==> src/rtl/mod_ctrl_pkg.sv <==
// mod_ctrl_pkg
//   Shared definitions for the round-robin shared modulo controller:
//   FSM state encoding and the requester-id width helper.
package mod_ctrl_pkg;

  // Controller states. IDLE arbitrates, CALC runs the iterative unit,
  // DONE presents the result until the consumer takes it.
  typedef enum logic [1:0] {
    S_IDLE = 2'd0,
    S_CALC = 2'd1,
    S_DONE = 2'd2
  } state_e;

  // Width of a requester index. A single requester would still need a 1-bit
  // id port, so the result never drops below 1.
  function automatic int id_w(input int n);
    int w;
    if (n > 32'sd1) begin
      w = $clog2(n);
    end else begin
      w = 32'sd1;
    end
    return w;
  endfunction

endpackage

==> src/rtl/mod_iter_unit.sv <==
// mod_iter_unit
//   Iterative restoring remainder unit: one remainder bit per cycle,
//   MSB of the dividend first, W cycles per operation.
// Ports
//   clk    in   clock, rising edge
//   rst_n  in   synchronous active-low reset, discards any operation in flight
//   start  in   load a/b, clear the partial remainder, begin a new operation
//   a      in   W-bit dividend (sampled when start=1)
//   b      in   W-bit divisor (sampled when start=1, must be non-zero)
//   done   out  high in the cycle performing the last step
//   rem    out  remainder produced by the current step (valid when done=1)
module mod_iter_unit #(
  parameter int W = 4
) (
  input  logic         clk,
  input  logic         rst_n,
  input  logic         start,
  input  logic [W-1:0] a,
  input  logic [W-1:0] b,
  output logic         done,
  output logic [W-1:0] rem
);

  localparam int CNT_W = (W > 32'sd1) ? $clog2(W) : 32'sd1;

  logic             active_q, active_d;
  logic [CNT_W-1:0] cnt_q, cnt_d;
  logic [W-1:0]     r_q, r_d;
  logic [W-1:0]     a_q, a_d;
  logic [W-1:0]     b_q, b_d;

  logic [W:0]       t_s;
  logic [W:0]       diff_s;
  logic [W-1:0]     r_step_s;

  // One restoring step: shift in the next dividend bit, subtract b if it fits.
  // r < b always holds, so t < 2b and the restored value fits in W bits.
  always_comb begin
    t_s      = {r_q, a_q[cnt_q]};
    diff_s   = t_s - {1'b0, b_q};
    r_step_s = '0;
    if (t_s >= {1'b0, b_q}) begin
      r_step_s = diff_s[W-1:0];
    end else begin
      r_step_s = t_s[W-1:0];
    end
  end

  assign done = active_q && (cnt_q == '0);
  assign rem  = r_step_s;

  // Operation sequencing: load on start, then step down the bit counter.
  always_comb begin
    active_d = active_q;
    cnt_d    = cnt_q;
    r_d      = r_q;
    a_d      = a_q;
    b_d      = b_q;
    if (start) begin
      active_d = 1'b1;
      cnt_d    = CNT_W'(W - 32'sd1);
      r_d      = '0;
      a_d      = a;
      b_d      = b;
    end else if (active_q) begin
      r_d = r_step_s;
      if (cnt_q == '0) begin
        active_d = 1'b0;
      end else begin
        cnt_d = cnt_q - CNT_W'(1);
      end
    end else begin
      active_d = 1'b0;
    end
  end

  // State registers with synchronous reset.
  always_ff @(posedge clk) begin
    if (!rst_n) begin
      active_q <= 1'b0;
      cnt_q    <= '0;
      r_q      <= '0;
      a_q      <= '0;
      b_q      <= '0;
    end else begin
      active_q <= active_d;
      cnt_q    <= cnt_d;
      r_q      <= r_d;
      a_q      <= a_d;
      b_q      <= b_d;
    end
  end

endmodule

==> src/rtl/mod_share_ctrl.sv <==
// mod_share_ctrl
//   Shares one iterative modulo unit between NREQ requesters with a
//   round-robin arbiter. Result per request: a % b when a has odd parity,
//   a itself when a has odd parity and b == 0, otherwise 0.
// Ports
//   clk        in   clock, rising edge
//   rst_n      in   synchronous active-low reset
//   req_valid  in   NREQ     requester i has an operand pair pending
//   req_a      in   NREQ*W   dividend of requester i at [i*W +: W]
//   req_b      in   NREQ*W   divisor of requester i at [i*W +: W]
//   req_ready  out  NREQ     one-hot accept; operands taken on this edge
//   rsp_valid  out  1        result available
//   rsp_id     out  ID_W     requester owning rsp_c
//   rsp_c      out  W        result
//   rsp_ready  in   1        consumer accepts result
//   busy       out  1        controller not idle
module mod_share_ctrl
  import mod_ctrl_pkg::*;
#(
  parameter  int NREQ = 4,
  parameter  int W    = 4,
  localparam int ID_W = id_w(NREQ)
) (
  input  logic              clk,
  input  logic              rst_n,
  input  logic [NREQ-1:0]   req_valid,
  input  logic [NREQ*W-1:0] req_a,
  input  logic [NREQ*W-1:0] req_b,
  output logic [NREQ-1:0]   req_ready,
  output logic              rsp_valid,
  output logic [ID_W-1:0]   rsp_id,
  output logic [W-1:0]      rsp_c,
  input  logic              rsp_ready,
  output logic              busy
);

  // Odd parity of a dividend gates whether any division happens at all.
  function automatic logic odd_parity(input logic [W-1:0] v);
    return ^v;
  endfunction

  state_e          state_q, state_d;
  logic [ID_W-1:0] rr_ptr_q, rr_ptr_d;
  logic [ID_W-1:0] id_q, id_d;
  logic [W-1:0]    rsp_c_q, rsp_c_d;

  logic [W-1:0]    a_arr [NREQ];
  logic [W-1:0]    b_arr [NREQ];

  logic            win_found_s;
  logic [ID_W-1:0] win_idx_s;
  logic [ID_W-1:0] cand_s;
  logic [W-1:0]    win_a_s;
  logic [W-1:0]    win_b_s;
  logic [ID_W-1:0] ptr_next_s;

  logic [NREQ-1:0] req_ready_s;
  logic            unit_start_s;
  logic            unit_done_s;
  logic [W-1:0]    unit_rem_s;

  // Unpack the flat operand buses so the winner can be selected by index.
  for (genvar gi = 0; gi < NREQ; gi++) begin : g_unpack
    assign a_arr[gi] = req_a[gi*W +: W];
    assign b_arr[gi] = req_b[gi*W +: W];
  end

  // Round-robin search: first valid requester starting at rr_ptr, wrapping.
  always_comb begin
    win_found_s = 1'b0;
    win_idx_s   = '0;
    cand_s      = '0;
    for (int k = 0; k < NREQ; k++) begin
      cand_s = ID_W'((int'(rr_ptr_q) + k) % NREQ);
      if (!win_found_s && req_valid[cand_s]) begin
        win_found_s = 1'b1;
        win_idx_s   = cand_s;
      end else begin
        win_found_s = win_found_s;
      end
    end
    win_a_s = a_arr[win_idx_s];
    win_b_s = b_arr[win_idx_s];
    if (win_idx_s == ID_W'(NREQ - 1)) begin
      ptr_next_s = '0;
    end else begin
      ptr_next_s = win_idx_s + ID_W'(1);
    end
  end

  // Controller FSM: accept and decode in IDLE, wait for the unit in CALC,
  // hold the response in DONE until the consumer takes it.
  always_comb begin
    state_d      = state_q;
    rr_ptr_d     = rr_ptr_q;
    id_d         = id_q;
    rsp_c_d      = rsp_c_q;
    req_ready_s  = '0;
    unit_start_s = 1'b0;
    case (state_q)
      S_IDLE: begin
        if (win_found_s) begin
          req_ready_s[win_idx_s] = 1'b1;
          id_d                   = win_idx_s;
          rr_ptr_d               = ptr_next_s;
          if (!odd_parity(win_a_s)) begin
            rsp_c_d = '0;
            state_d = S_DONE;
          end else if (win_b_s == '0) begin
            // Division by zero returns the dividend instead of an undefined value.
            rsp_c_d = win_a_s;
            state_d = S_DONE;
          end else begin
            unit_start_s = 1'b1;
            state_d      = S_CALC;
          end
        end else begin
          state_d = S_IDLE;
        end
      end
      S_CALC: begin
        if (unit_done_s) begin
          rsp_c_d = unit_rem_s;
          state_d = S_DONE;
        end else begin
          state_d = S_CALC;
        end
      end
      S_DONE: begin
        // No accept in the handshake cycle: arbitration restarts from IDLE.
        if (rsp_ready) begin
          state_d = S_IDLE;
        end else begin
          state_d = S_DONE;
        end
      end
      default: begin
        state_d = S_IDLE;
      end
    endcase
  end

  // Controller registers with synchronous reset; reset drops any operation.
  always_ff @(posedge clk) begin
    if (!rst_n) begin
      state_q  <= S_IDLE;
      rr_ptr_q <= '0;
      id_q     <= '0;
      rsp_c_q  <= '0;
    end else begin
      state_q  <= state_d;
      rr_ptr_q <= rr_ptr_d;
      id_q     <= id_d;
      rsp_c_q  <= rsp_c_d;
    end
  end

  mod_iter_unit #(
    .W (W)
  ) u_iter (
    .clk   (clk),
    .rst_n (rst_n),
    .start (unit_start_s),
    .a     (win_a_s),
    .b     (win_b_s),
    .done  (unit_done_s),
    .rem   (unit_rem_s)
  );

  assign req_ready = req_ready_s;
  assign rsp_valid = (state_q == S_DONE);
  assign rsp_id    = id_q;
  assign rsp_c     = rsp_c_q;
  assign busy      = (state_q != S_IDLE);

endmodule

==> config.mk <==
export PLATFORM = sky130hd
export DESIGN_NAME = mod_share_ctrl
export DESIGN_NICKNAME = d
export VERILOG_FILES = /design/src/rtl/mod_ctrl_pkg.sv /design/src/rtl/mod_iter_unit.sv /design/src/rtl/mod_share_ctrl.sv
export SDC_FILE = /design/constraint.sdc
export NUM_CORES = 1
export LEC_CHECK = 0
export ABC_AREA = 1
export CAP_MARGIN = 20
export CORE_ASPECT_RATIO = 0.75
export CORE_UTILIZATION = 46
export DETAILED_ROUTE_END_ITERATION = 7
export GPL_ROUTABILITY_DRIVEN = 0
export GPL_TIMING_DRIVEN = 1
export PLACE_DENSITY = 0.74
export SYNTH_ARGS = -nofsm -noshare
export SYNTH_HDL_FRONTEND = slang
export SYNTH_SLANG_ARGS = --single-unit
==> constraint.sdc <==
create_clock -name clk -period 2.3 [get_ports clk]
set_input_delay 0.46 -clock clk [delete_from_list [all_inputs] [get_ports clk]]
set_output_delay 0.46 -clock clk [all_outputs]
set_load 0.1 [all_outputs]
==> results of run 1 <==
area by class of cell:
cell class | count | area share
multi-input cells | 279 | 0.475
repair buffers | 125 | 0.308
flip-flops and latches | 25 | 0.126
inverters | 59 | 0.0610
well taps | 57 | 0.0178
clock buffers | 3 | 0.0103
clock inverters | 1 | 0.00188
metrics by stage:
stage | util | instances
final | 0.886 | 549
after CTS | 0.764 | 529
after global routing | 0.886 | 549
after floorplan | - | 368
after global placement | 0.680 | 506
after detailed placement | 0.680 | 506
registers in the layout, indices dropped and copies added (netlist names):
name / cells
state_q: 2
u_iter.cnt_q: 2
rsp_c: 4
u_iter.a_q: 4
u_iter.active_q: 1
rr_ptr_q: 2
rsp_id: 2
u_iter.r_q: 4
u_iter.b_q: 4
logic make-up (layout without fill, tap and decap cells):
| logic type | count (synthesis) | after routing | share of synthesized area |
|---|---|---|---|
| AND/OR/NAND/NOR | 217 | 220 | 0.452 |
| buffers and inverters | 67 | 188 | 0.137 |
| AO/OA/AOI/OAI | 47 | 47 | 0.115 |
| flip-flops | 25 | 25 | 0.228 |
| adder cells (fa/ha/maj) | 10 | 10 | 0.0603 |
| XOR/XNOR | 2 | 2 | 0.00797 |
tightest hold or removal path, delay by kind of cell, from the launching register on:
| family | cells | cell delay, ns |
|---|---|---|
| AOI/OAI and AO/OA | 1 | 0.05 |
| DFF | 1 | 0.32 |
| and+or+nand+nor | 1 | 0.08 |
Yosys cell counts (all sizes together):
| master | count | area, sq um |
|---|---|---|
| a211oi | 1 | 7.51 |
| clkbuf | 2 | 7.51 |
| inv | 59 | 226 |
| a21oi | 24 | 120 |
| nor2 | 35 | 156 |
| a31oi | 1 | 6.26 |
| or2 | 1 | 6.26 |
| buf | 6 | 67.6 |
| xnor2 | 1 | 8.76 |
| o21ai | 16 | 80.1 |
| o211ai | 3 | 22.5 |
| nor3 | 2 | 10.0 |
| o21bai | 1 | 7.51 |
| a221oi | 1 | 8.76 |
| ha | 9 | 113 |
| nand3 | 29 | 193 |
| dfxtp | 25 | 500 |
| xor2 | 1 | 8.76 |
| nand2 | 144 | 586 |
| fa | 1 | 20.0 |
| nand4 | 6 | 43.8 |
worst min path at each step:
stage | startpoint | endpoint | cells after the start
after floorplan | u_iter.r_q[3] | u_iter.r_q[3] | 2
after global placement | u_iter.a_q[2] | u_iter.a_q[2] | 2
after detailed placement | u_iter.a_q[1] | u_iter.a_q[1] | 2
after CTS | u_iter.a_q[1] | u_iter.a_q[1] | 2
after global routing | u_iter.a_q[0] | u_iter.a_q[0] | 2
final | u_iter.a_q[0] | u_iter.a_q[0] | 2
placed cells by master, fill, tap and decap left out, drive strengths merged:
master	instances
a211oi	1
a21oi	24
a221oi	1
a31oi	1
buf	87
clkbuf	3
clkdlybuf4s50	34
clkinv	1
clkinvlp	1
dfxtp	25
dlygate4sd2	4
fa	1
ha	9
inv	58
nand2	145
nand3	31
nand4	6
nor2	35
nor3	2
o211ai	3
o21ai	16
o21bai	1
or2	1
xnor2	1
xor2	1
repair_timing:
item,in CTS,in global routing
pin swaps,29,48
resized for setup,52,109
setup buffers,17,20
cloned,2,2
endpoints found under the setup margin,25,28
layer usage:
layer | GRT usage | vias to the layer above
li1 | - | 1406
met1 | 0.361 | 1438
met2 | 0.488 | 296
met3 | 0.0599 | 97
met4 | 0.0727 | 0
met5 | 0 | -
==> metrics.md, run 1 <==
| Metric | Value |
|---|---|
| R2r setup slk | `-0.76 ns` |
| Vias | `3,237` |
| Run status | `finished with violations` |
| Crit-path cells | `inv_1 > nor2_1 > nor2_1 > a21oi_1 > ha_1 > inv_1 > nor3_1 > nor3_1 > o21ai_1 > o21ai_0 > nand2_1 > nand2_1 > a21oi_2 > nor2_1` |
| Register area | `505 sq um` |
| Startpoint Class | `register` |
| Met1 WL | `3650 um` |
| FMAX | `327 MHz` |
| Area of the die | `5060 sq um` |
| Final setup violating endpoints | `29` |
| Unique masters post-synth | `33` |
| Hold crit path type | `register to register` |
| Final Max Tran Viols | `0` |
| Detailed Route WL | `10,200 um` |
| Multi-input logic area | `1900 sq um` |
| Initial antenna violation count | `0` |
| Setup Crit Path Kind | `register to register` |
| Vias in the first global route | `2,482` |
| Final hold viol count | `0` |
| Syn-to-layout area delta | `82.0%` |
| Die Ht | `61.9 um` |
| Crit path max fanout | `6` |
| Slew HR | `0.522` |
| Final cycle utilization of the critical path | `1.33` |
| Routed WL per cell | `18.6 um` |
| # H-tree levels | `1` |
| Period minus WS final | `3.06 ns` |
| Clock skew | `0.0157 ns` |
| Global-route wire length before repair | `11,100 um` |
| Area after DPL | `3070 sq um` |
| Clock Path Buffers | `2` |
| Critical Path End Type | `register` |
| DR DRC count | `3` |
| Delay-heaviest family, CP | `compound AO/OA/AOI/OAI gates` |
| Critical Path AT | `3.28 ns` |
| ANT nets after route | `0` |
| # rows | `21` |
| Slowest stage delay, CP | `0.46 ns` |
| Ys Warns | `0` |
| Filler Cells Inserted | `200` |
| Most frequent CP cell | `nor2_1` |
| Initial DRC count | `387` |
| Worst Max-Slew Pin Slew | `0.716 ns` |
| Share of cells above drive strength 1 | `0.435` |
| Drt first pass iters | `8` |
| CP startpoint | `u_iter.cnt_q[0]` |
| Reg2reg end | `rsp_c[2]` |
| CP Depth | `14` |
| Worst path bufs/invs | `2` |
| Violated checks | `design-rule violations, negative setup slack` |
| Maximum capacitance violations | `0` |
| Die width | `81.8 um` |
| CTS tree | `built` |
| Gr ovfl total | `0` |
| CTS buffer count | `3` |
| Final worst setup slack | `-0.761 ns` |
| Gr usage total | `0.282` |
| Sequential share of the synthesized area | `0.228` |
| Hold slack | `0.487 ns` |
| Fin nets | `542` |
| Largest net degree at the start of global routing | `16` |
| Worst skew pair latency | `0.27 ns` |
| RSZ-0062 raised after global routing | `yes` |
| DR vias/cell | `5.90` |
| Wire length on met2 | `4620 um` |
| Reg2reg path depth | `14` |
| Worst-path clk slew | `0.10 ns` |
| Mapped Cells | `368` |
| Hold buffers post-CTS | `0` |
| I/O pins | `51` |
| Root buf cell | `clkbuf_8` |
| # clock sinks | `25` |
| Synth Net Count | `417` |
| RR Startpoint | `u_iter.cnt_q[0]` |
| DP HPWL | `4470 um` |
| Slowest CP cell | `dfxtp_1` |
| Critical Path End | `rsp_c[2]` |
| DR top layer | `met4` |
| Starting density of the core | `0.487` |
| IO Port Bufs | `50` |
| Core area | `4520 sq um` |
| #FFs+latches synth | `25` |
| WL met3 | `1220 um` |
| Mapped Area | `2200 sq um` |
| Final instance area | `4000 sq um` |
| Setup TNS | `-14.44 ns` |
| Data required time at the worst endpoint | `2.52 ns` |
| Pre-CTS setup slack | `-0.659 ns` |
| Avg Inst Size Synth | `5.98 sq um` |
| Antenna Cells | `0` |
Power of run 1 is left out: the tool's default activity adds up to more than one toggle a clock period on the data nets, which glitch-free logic cannot reach.
==> run 2, diff against run 1 <==
--- a/config.mk
+++ b/config.mk
@@ -9,6 +9,7 @@
 export CAP_MARGIN = 20
 export CORE_ASPECT_RATIO = 0.75
 export CORE_UTILIZATION = 46
+export CTS_CLUSTER_DIAMETER = 40
 export DETAILED_ROUTE_END_ITERATION = 7
 export GPL_ROUTABILITY_DRIVEN = 0
 export GPL_TIMING_DRIVEN = 1
==> results of run 2 <==
Final layout, timing and power as in run 1 (identical DEF).
Power of run 2 is left out for the same reason.
==> run 3, diff against run 2 <==
--- a/config.mk
+++ b/config.mk
@@ -12,8 +12,8 @@
 export CTS_CLUSTER_DIAMETER = 40
 export DETAILED_ROUTE_END_ITERATION = 7
 export GPL_ROUTABILITY_DRIVEN = 0
-export GPL_TIMING_DRIVEN = 1
 export PLACE_DENSITY = 0.74
+export SKIP_LAST_GASP = 1
 export SYNTH_ARGS = -nofsm -noshare
 export SYNTH_HDL_FRONTEND = slang
 export SYNTH_SLANG_ARGS = --single-unit
==> metrics.md, run 3 (same netlist as run 1, synthesis figures left out) <==
| Metric | Value |
|---|---|
| CTS buffer count | `3 (unchanged)` |
| RSZ-0062 raised after global routing | `yes` |
| Critical Path End Type | `register` |
| Gr usage total | `0.282 (unchanged)` |
| Data required time at the worst endpoint | `2.52 ns (about the same)` |
| Run status | `finished with violations` |
| Final hold viol count | `0 (unchanged)` |
| Routed WL per cell | `19.2 um (+2.8%)` |
| Detailed Route WL | `10,500 um (+2.8%)` |
| Gr ovfl total | `0 (unchanged)` |
| Starting density of the core | `0.487 (unchanged)` |
| Grt met3 use | `0.0599 (unchanged)` |
| Hold buffers post-CTS | `0 (unchanged)` |
| Worst skew pair latency | `0.29 ns (+0.02 ns)` |
| Core area | `4520 sq um (unchanged)` |
| IO Port Bufs | `50 (unchanged)` |
| Root buf cell | `clkbuf_8` |
| I/O pins | `51 (unchanged)` |
| # clock sinks | `25 (unchanged)` |
| Maximum capacitance violations | `0 (unchanged)` |
| ANT nets after route | `0 (unchanged)` |
| Final cycle utilization of the critical path | `1.34 (+0.0126)` |
| Largest net degree at the start of global routing | `16 (unchanged)` |
| Vias in the first global route | `2,482 (unchanged)` |
| Drt first pass iters | `5 (-3)` |
| Vias | `3,308 (+2.2%)` |
| Global-route wire length before repair | `11,100 um (unchanged)` |
| Syn-to-layout area delta | `81.5%` |
| Critical Path AT | `3.31 ns (+0.03 ns)` |
| Die Ht | `61.9 um (unchanged)` |
| Worst-path clk slew | `0.11 ns (about the same)` |
| Area after DPL | `3070 sq um (unchanged)` |
| Gr busiest metal | `met2` |
| Final setup violating endpoints | `28 (-3.4%)` |
| Die width | `81.8 um (unchanged)` |
| Initial DRC count | `405 (+4.7%)` |
| Worst Max-Slew Pin Slew | `0.738 ns (+0.0215 ns)` |
| Hold crit path type | `register to register` |
| Met2 Track Usage GR | `0.488 (unchanged)` |
| Violated checks | `negative setup slack` |
| Commonest non-fill, non-tap cell in the layout | `nand2_1` |
| Area of the die | `5060 sq um (unchanged)` |
| # H-tree levels | `1 (unchanged)` |
| Slew HR | `0.507 (-0.0143)` |
| Period minus WS final | `3.09 ns (+0.0290 ns)` |
| GR Layer Usage met1 | `0.361 (unchanged)` |
| CTS tree | `built` |
| Final instance area | `3990 sq um (-0.25%)` |
| Setup Crit Path Kind | `register to register` |
| DR DRC count | `0 (-3)` |
| FMAX | `324 MHz (-0.94%)` |
| DR vias/cell | `6.03 (+2.2%)` |
| Final Max Tran Viols | `0 (unchanged)` |
| Clock Path Buffers | `2 (unchanged)` |
| DP HPWL | `4470 um (unchanged)` |
| # rows | `21 (unchanged)` |
| Antenna Cells | `0 (unchanged)` |
| Share of cells above drive strength 1 | `0.431 (-0.00407)` |
| Clock skew | `0.0177 ns (+0.00201 ns)` |
| Most frequent cells in the layout | `nand2_1 (91), buf_4 (57), inv_1 (45), clkdlybuf4s50_1 (34), nand2_2 (32)` |
| Final worst setup slack | `-0.790 ns (-0.0290 ns)` |
| Fin nets | `542 (unchanged)` |
| Initial antenna violation count | `0 (unchanged)` |
| Startpoint Class | `register` |
| Crit path max fanout | `6 (unchanged)` |
## run 3: cell count changes in the layout (fill, tap and decap cells not counted)
cell     change
nand3_1      +2
nand3_2      -2
## run 3: metal layers
layer | vias up | routed length [um]
li1 | 1410 | -
met1 | 1472 | 3770
met2 | 321 | 4720
met3 | 105 | 1230
met4 | 0 | 800
met5 | - | 0
## run 3: stage by stage
| stage | std cells | utilization | setup WS (ns) | TNS (ns) | hold slack, ns |
|---|---|---|---|---|---|
| 2_1_floorplan | 368 | - | -0.139 | -0.464 | 0.442 |
| 3_3_place_gp | 506 | 0.680 | -0.606 | -14.22 | 0.452 |
| 3_5_place_dp | 506 | 0.680 | -0.659 | -15.67 | 0.456 |
| 4_1_cts | 529 | 0.764 | -0.340 | -6.72 | 0.468 |
| 5_1_grt | 549 | 0.883 | -0.845 | -20.49 | 0.515 |
| 6_report | 549 | 0.883 | -0.790 | -16.02 | 0.488 |
## run 3: worst paths after layout
| check | startpoint | endpoint | slack [ns] | depth (start not counted) |
|---|---|---|---|---|
| setup / recovery | u_iter.cnt_q[0] | rsp_c[2] | -0.79 | 14 |
| hold / removal | u_iter.a_q[1] | u_iter.a_q[1] | 0.49 | 2 |
| setup reg to reg | u_iter.cnt_q[0] | rsp_c[2] | -0.79 | 14 |
| hold reg to reg | u_iter.a_q[1] | u_iter.a_q[1] | 0.49 | 2 |
## run 3: worst max-delay path: stages, from the launching register on
cell,delay (ns)
dfxtp_1,0.44
inv_1,0.13
nor2_1,0.17
nor2_1,0.10
a21oi_1,0.27
ha_1,0.29
inv_1,0.11
nor3_1,0.08
nor3_1,0.34
o21ai_1,0.29
o21ai_0,0.41
nand2_1,0.09
nand2_1,0.13
a21oi_2,0.05
nor2_1,0.13
## run 3: area by class of cell
type / count / area [sq um]
Multi-Input combinational cell: 279 / 1890
Timing Repair Buffer: 125 / 1230
Fill cell: 202 / 527
Sequential cell: 25 / 505
Inverter: 59 / 244
Tap cell: 57 / 71.3
Clock buffer: 3 / 41.3
Clock inverter: 1 / 7.51
## run 3: repair_timing
action,in CTS,in global routing
pin swaps,29,48
gates resized for setup,50,109
gates cloned,2,2
setup buffers,17,20
endpoints found under the setup margin,25,28
Power of run 3 is left out for the same reason.
